==> src/rtl/sram_arb_pkg.sv <==
// sram_arb_pkg: shared types, port indices and helpers for the SRAM arbiter
package sram_arb_pkg;
  typedef enum logic {S_ARB_IDLE, S_ARB_LOCKED} arb_state_type;
  localparam logic [1:0] PORT_VGA = 2'd0;
  localparam logic [1:0] PORT_UART = 2'd1;
  localparam logic [1:0] PORT_DEC = 2'd2;
  localparam logic [1:0] OWNER_NONE = 2'd3;
  function automatic logic [1:0] other_port(input logic [1:0] p);
    return p == PORT_UART ? PORT_DEC : PORT_UART;
  endfunction
endpackage

==> src/rtl/sram_read_tag_pipe.sv <==
// sram_read_tag_pipe: READ_LATENCY-deep {valid, port} shift register decoding to one-hot rd_valid
module sram_read_tag_pipe
  import sram_arb_pkg::*;
#(
  parameter int READ_LATENCY = 2
) (
  input  logic       clk_i,
  input  logic       rst_i,
  input  logic       push_valid_i,
  input  logic [1:0] push_port_i,
  output logic [2:0] rd_valid_o
);
  logic [2:0] tag_q [READ_LATENCY];
  always_ff @(posedge clk_i) begin
    if (rst_i) begin
      for (int i = 0; i < READ_LATENCY; i++) tag_q[i] <= '0;
    end else begin
      tag_q[0] <= {push_valid_i, push_port_i};
      for (int i = 1; i < READ_LATENCY; i++) tag_q[i] <= tag_q[i-1];
    end
  end
  always_comb rd_valid_o = tag_q[READ_LATENCY-1][2] ? 3'(3'b001 << tag_q[READ_LATENCY-1][1:0]) : 3'b000;
endmodule

==> src/rtl/sram_arbiter.sv <==
// sram_arbiter: three-port SRAM access arbiter with fixed VGA priority, round-robin, burst lock and read tagging
module sram_arbiter
  import sram_arb_pkg::*;
#(
  parameter int ADDR_W = 18,
  parameter int DATA_W = 16,
  parameter int READ_LATENCY = 2,
  parameter int MAX_HOLD = 64
) (
  input  logic                   clk_i,
  input  logic                   rst_i,
  input  logic [2:0]             req_i,
  input  logic [2:0]             lock_i,
  input  logic [2:0]             we_n_i,
  input  logic [2:0][ADDR_W-1:0] addr_i,
  input  logic [2:0][DATA_W-1:0] wdata_i,
  output logic [2:0]             ack_o,
  output logic [2:0]             rd_valid_o,
  output logic [DATA_W-1:0]      rd_data_o,
  output logic [ADDR_W-1:0]      SRAM_address_o,
  output logic [DATA_W-1:0]      SRAM_write_data_o,
  output logic                   SRAM_we_n_o,
  input  logic [DATA_W-1:0]      SRAM_read_data_i,
  output logic [1:0]             owner_o
);
  localparam int HW = $clog2(MAX_HOLD + 1);
  arb_state_type state_q, state_d;
  logic [1:0] rr_next_q, rr_next_d, owner_q, owner_d, win, rr_win;
  logic [HW-1:0] hold_cnt_q, hold_cnt_d, hold_inc;
  logic [3:0] req_x, lock_x;
  logic win_vld, held, push_valid;
  always_comb begin
    req_x = rst_i ? 4'b0000 : {1'b0, req_i};
    lock_x = {1'b0, lock_i};
    held = state_q == S_ARB_LOCKED && req_x[owner_q] && lock_x[owner_q];
    rr_win = req_x[rr_next_q] ? rr_next_q : req_x[other_port(rr_next_q)] ? other_port(rr_next_q) : OWNER_NONE;
    win = req_x[PORT_VGA] ? PORT_VGA : held ? owner_q : rr_win;
    win_vld = win != OWNER_NONE;
    hold_inc = hold_cnt_q + HW'(1);
  end
  always_ff @(posedge clk_i) begin
    if (rst_i) begin
      state_q <= S_ARB_IDLE;
      rr_next_q <= PORT_UART;
      owner_q <= OWNER_NONE;
      hold_cnt_q <= '0;
    end else begin
      state_q <= state_d;
      rr_next_q <= rr_next_d;
      owner_q <= owner_d;
      hold_cnt_q <= hold_cnt_d;
    end
  end
  always_comb begin
    state_d = state_q;
    rr_next_d = rr_next_q;
    owner_d = owner_q;
    hold_cnt_d = hold_cnt_q;
    if (held) begin
      if (win == owner_q) begin
        rr_next_d = other_port(owner_q);
        hold_cnt_d = hold_inc;
        if (hold_inc == HW'(MAX_HOLD)) begin
          state_d = S_ARB_IDLE;
          owner_d = OWNER_NONE;
          hold_cnt_d = '0;
        end
      end
    end else begin
      rr_next_d = win_vld && win != PORT_VGA ? other_port(win) : state_q == S_ARB_LOCKED ? other_port(owner_q) : rr_next_q;
      state_d = win_vld && win != PORT_VGA && lock_x[win] ? S_ARB_LOCKED : S_ARB_IDLE;
      owner_d = state_d == S_ARB_LOCKED ? win : OWNER_NONE;
      hold_cnt_d = state_d == S_ARB_LOCKED ? HW'(1) : '0;
    end
  end
  always_comb begin
    ack_o = win_vld ? 3'(3'b001 << win) : 3'b000;
    SRAM_address_o = win_vld ? addr_i[win] : '0;
    SRAM_write_data_o = win_vld ? wdata_i[win] : '0;
    SRAM_we_n_o = win_vld ? we_n_i[win] : 1'b1;
    push_valid = win_vld && we_n_i[win];
    owner_o = owner_q;
    rd_data_o = SRAM_read_data_i;
  end
  sram_read_tag_pipe #(.READ_LATENCY(READ_LATENCY)) u_tag (
    .clk_i(clk_i),
    .rst_i(rst_i),
    .push_valid_i(push_valid),
    .push_port_i(win),
    .rd_valid_o(rd_valid_o)
  );
endmodule

==> config.mk <==
export PLATFORM = sky130hd
export DESIGN_NAME = sram_arbiter
export DESIGN_NICKNAME = d
export VERILOG_FILES = /design/src/rtl/sram_arb_pkg.sv /design/src/rtl/sram_read_tag_pipe.sv /design/src/rtl/sram_arbiter.sv
export SDC_FILE = /design/constraint.sdc
export NUM_CORES = 1
export LEC_CHECK = 0
export CORE_AREA = 2 2 72 74
export CTS_CLUSTER_DIAMETER = 40
export DETAILED_ROUTE_END_ITERATION = 8
export DIE_AREA = 0 0 74 76
export DONT_BUFFER_PORTS = 1
export GPL_TIMING_DRIVEN = 1
export PLACE_DENSITY = 0.67
export SETUP_SLACK_MARGIN = 0.05
export SLEW_MARGIN = 10
export SYNTH_ARGS = -nofsm -noshare
export SYNTH_HDL_FRONTEND = slang
export SYNTH_SLANG_ARGS = --single-unit
==> constraint.sdc <==
create_clock -name clk_i -period 6 [get_ports clk_i]
set_input_delay 1.2 -clock clk_i [delete_from_list [all_inputs] [get_ports clk_i]]
set_output_delay 1.2 -clock clk_i [all_outputs]
set_load 0.01 [all_outputs]
==> flow_summary.toml <==
[status]
status = "complete, no violations"

[synth]
yosysWarningCount = 0
yosysSeqAreaShare = 0.177
ys_ff_latch = 18
netlist_area_sq_um = 2040
synth_cell_types = 49
synthFlopType = "dfxtp_1"
avgSynthCellArea_sq_um = 8.57
synth_async_sr_flop_share = 0
synthCells = 238
synth_enable_flop_cells = 0
synth_fp_nets = 372

[timing]
slew_viol_final = 0
finalHoldViolations = 0
fin_crit_sh = 0.804
finalWorstSetupSlack_ps = 1170
worstMarginPinSlew_ps = 823
min_period_ps = 4830
rsz0062_at_grt = "no"
fmax_ghz = 0.207
tns_ps = 0
maxSlewHeadroom = 0.449
fin_skew_ps = 0.780
finalSetupViolations = 0

[cts]
cts-root-buf = "clkbuf_8"
path_clk_slew_ps = 70
ctsResizeCount = 0
postCtsSetupRepairBufs = 0
clockBufferDepth = 2
clk_latency_ps = 250
htreeDepth = 1
hold_buffers = 0
cts_tree = "yes"
clock-sinks = 18
numCtsBuffers = 3

[floorplan]
die_w_um = 74
ioPinCount = 188
die_h_um = 76
dieArea_sq_um = 5620
start_util = 0.415
core_area_sq_um = 4910
rows = 26

[global_routing]
antenna_found_initial = 0
grt_usage = 0.204
grt_first_pass_wirelength_mm = 8.97
overflow = 0
grt_pass1_vias = 1684
grt_max_degree = 36

[drt]
drcViolationCount = 0
wl_per_cell_um = 21.3
via_count = 1847
drt-initial-drc-count = 130
vias_per_cell = 6.48
drtAntennaViolNets = 0
dr.pass1.iters = 4
routed_wl_mm = 6.07

[finish]
drive_gt1_frac = 0.0698
seqCellArea_sq_um = 360
final_nets = 351
multiInputGateArea_sq_um = 1460
fin_cells = 285
n_antenna_cell = 0
fill_cells = 503
syn_to_final_growth_pct = -2.45

[hold_path]
hp-class = "flop to flop"

[placed_design]
dp_hpwl_mm = 5.06
dpl_worst_slack_ps = 1030
dp_cells = 282
gp_congestion = 0.862
place.port_buffers = 0

[run]
drv_cap = 0

[worst_setup_path]
critPathRequiredTime_ps = 4800
crit_arrival_ps = 3630
worstPathCellList = "nand4bb_1 -> a21oi_1 -> a21oi_1 -> nor2_1 -> ha_1 -> nor4_4 -> buf_4 -> o2bb2ai_1"
crit_path_top_delay_cell = "a21oi_1"
cp_max_fo = 32
critPathCaptureType = "output port"
crit_top_cell = "a21oi_1"
critical_path_class = "input port to output port"
cpPeakStageDelay_ps = 620
crit_path_start_kind = "input port"

[power_and_ir_drop]
power.density_nw_per_um2 = 179
p_leak_nw = 0.790
peakVddDrop_mv = 0.0624
==> cell usage after synthesis (all sizes together) (3+ instances only) <==
cell,instances,area (sq um)
mux2i,39,390
buf,23,186
a21oi,10,50.1
a311oi,3,32.5
nand2b,6,37.5
nor2b,8,50.1
o21ai,6,30.0
o2bb2ai,33,289
ha,5,62.6
inv,7,26.3
a2111o,3,33.8
nand2,14,52.6
dfxtp,18,360
clkbuf,5,18.8
nand3,8,40.0
o22ai,5,31.3
nand3b,3,22.5
nor2,8,30.0
==> metrics by stage <==
| step | hold WS, ps | power (W) | utilization | instance area (sq um) |
|---|---|---|---|---|
| after floorplan | 414 | 0.000265 | - | 2040 |
| after global placement | 426 | 0.000269 | 0.395 | 1940 |
| after detailed placement | 433 | 0.000272 | 0.395 | 1940 |
| after CTS | 449 | 0.000356 | 0.404 | 1980 |
| after global routing | 459 | 0.000374 | 0.405 | 1990 |
| final | 445 | 0.000355 | 0.405 | 1990 |
==> routing by layer <==
metal,vias to the layer above,share of wire,GRT usage
met4,0,0.017,0.0564
met3,7,0.080,0.0291
met2,109,0.49,0.340
li1,861,-,-
met5,-,0,0
met1,870,0.41,0.271
==> worst max-delay path, delay by kind of cell <==
| kind | cells | cell delay (ps) |
|---|---|---|
| AO/OA/AOI/OAI | 3 | 1050 |
| AND/OR/NAND/NOR | 3 | 650 |
| adder cells (fa/ha/maj) | 1 | 340 |
| buffers and inverters | 1 | 350 |
==> final cells by class <==
cell class	count	area share
multi-input combinational	185	0.734
sequential	18	0.181
tap	70	0.0440
clock buffer	3	0.0207
inverter	7	0.0132
timing repair buffer	2	0.00754
==> cells in the final DEF, fill, tap and decap left out, types with 3 or more instances in the layout <==
master,count
ha_1,5
nor2_1,8
o22ai_1,5
mux2i_1,39
nand2_1,14
nor2b_1,8
dfxtp_1,18
nand3b_1,3
o2bb2ai_1,33
clkbuf_8,3
o21ai_0,4
inv_1,6
a21oi_1,10
a2111o_1,3
nand2b_1,6
nand3_1,8
==> path summary, 6_finish.rpt <==
kind / startpoint / to / slack (ps) / cells past startpoint
worst min-delay path: u_tag.tag_q[0][0]$_SDFF_PP0_ / u_tag.tag_q[0][3]$_SDFF_PP0_ / 440 / 1
worst min register to register: u_tag.tag_q[0][0]$_SDFF_PP0_ / u_tag.tag_q[0][3]$_SDFF_PP0_ / 440 / 1
worst max register to register: owner_o[0]$_SDFFE_PP1P_ / rr_next_q[0]$_SDFFE_PP1P_ / 2880 / 8
worst max-delay path: rst_i / SRAM_address_o[16] / 1170 / 8
==> where the power goes <==
group          switching [W]  total (W)  internal, W
Clock              0.0000404  0.0000851    0.0000447
Combinational      0.0000853   0.000137    0.0000513
Sequential        0.00000668   0.000134     0.000127
==> registers in the layout, summed over array words and instances, names as in the netlist <==
signal	cells
state_q	1
rr_next_q	2
hold_cnt_q	7
u_tag.tag_q	6
owner_o	2
==> logic make-up after synthesis <==
group,count (synthesis),synth area share
flops,18,0.177
fa+ha+maj,5,0.0307
simple gates,64,0.185
mux,41,0.202
buf+inv,35,0.113
compound gates,75,0.292
Note: power is estimated with default switching activity, not from simulation.
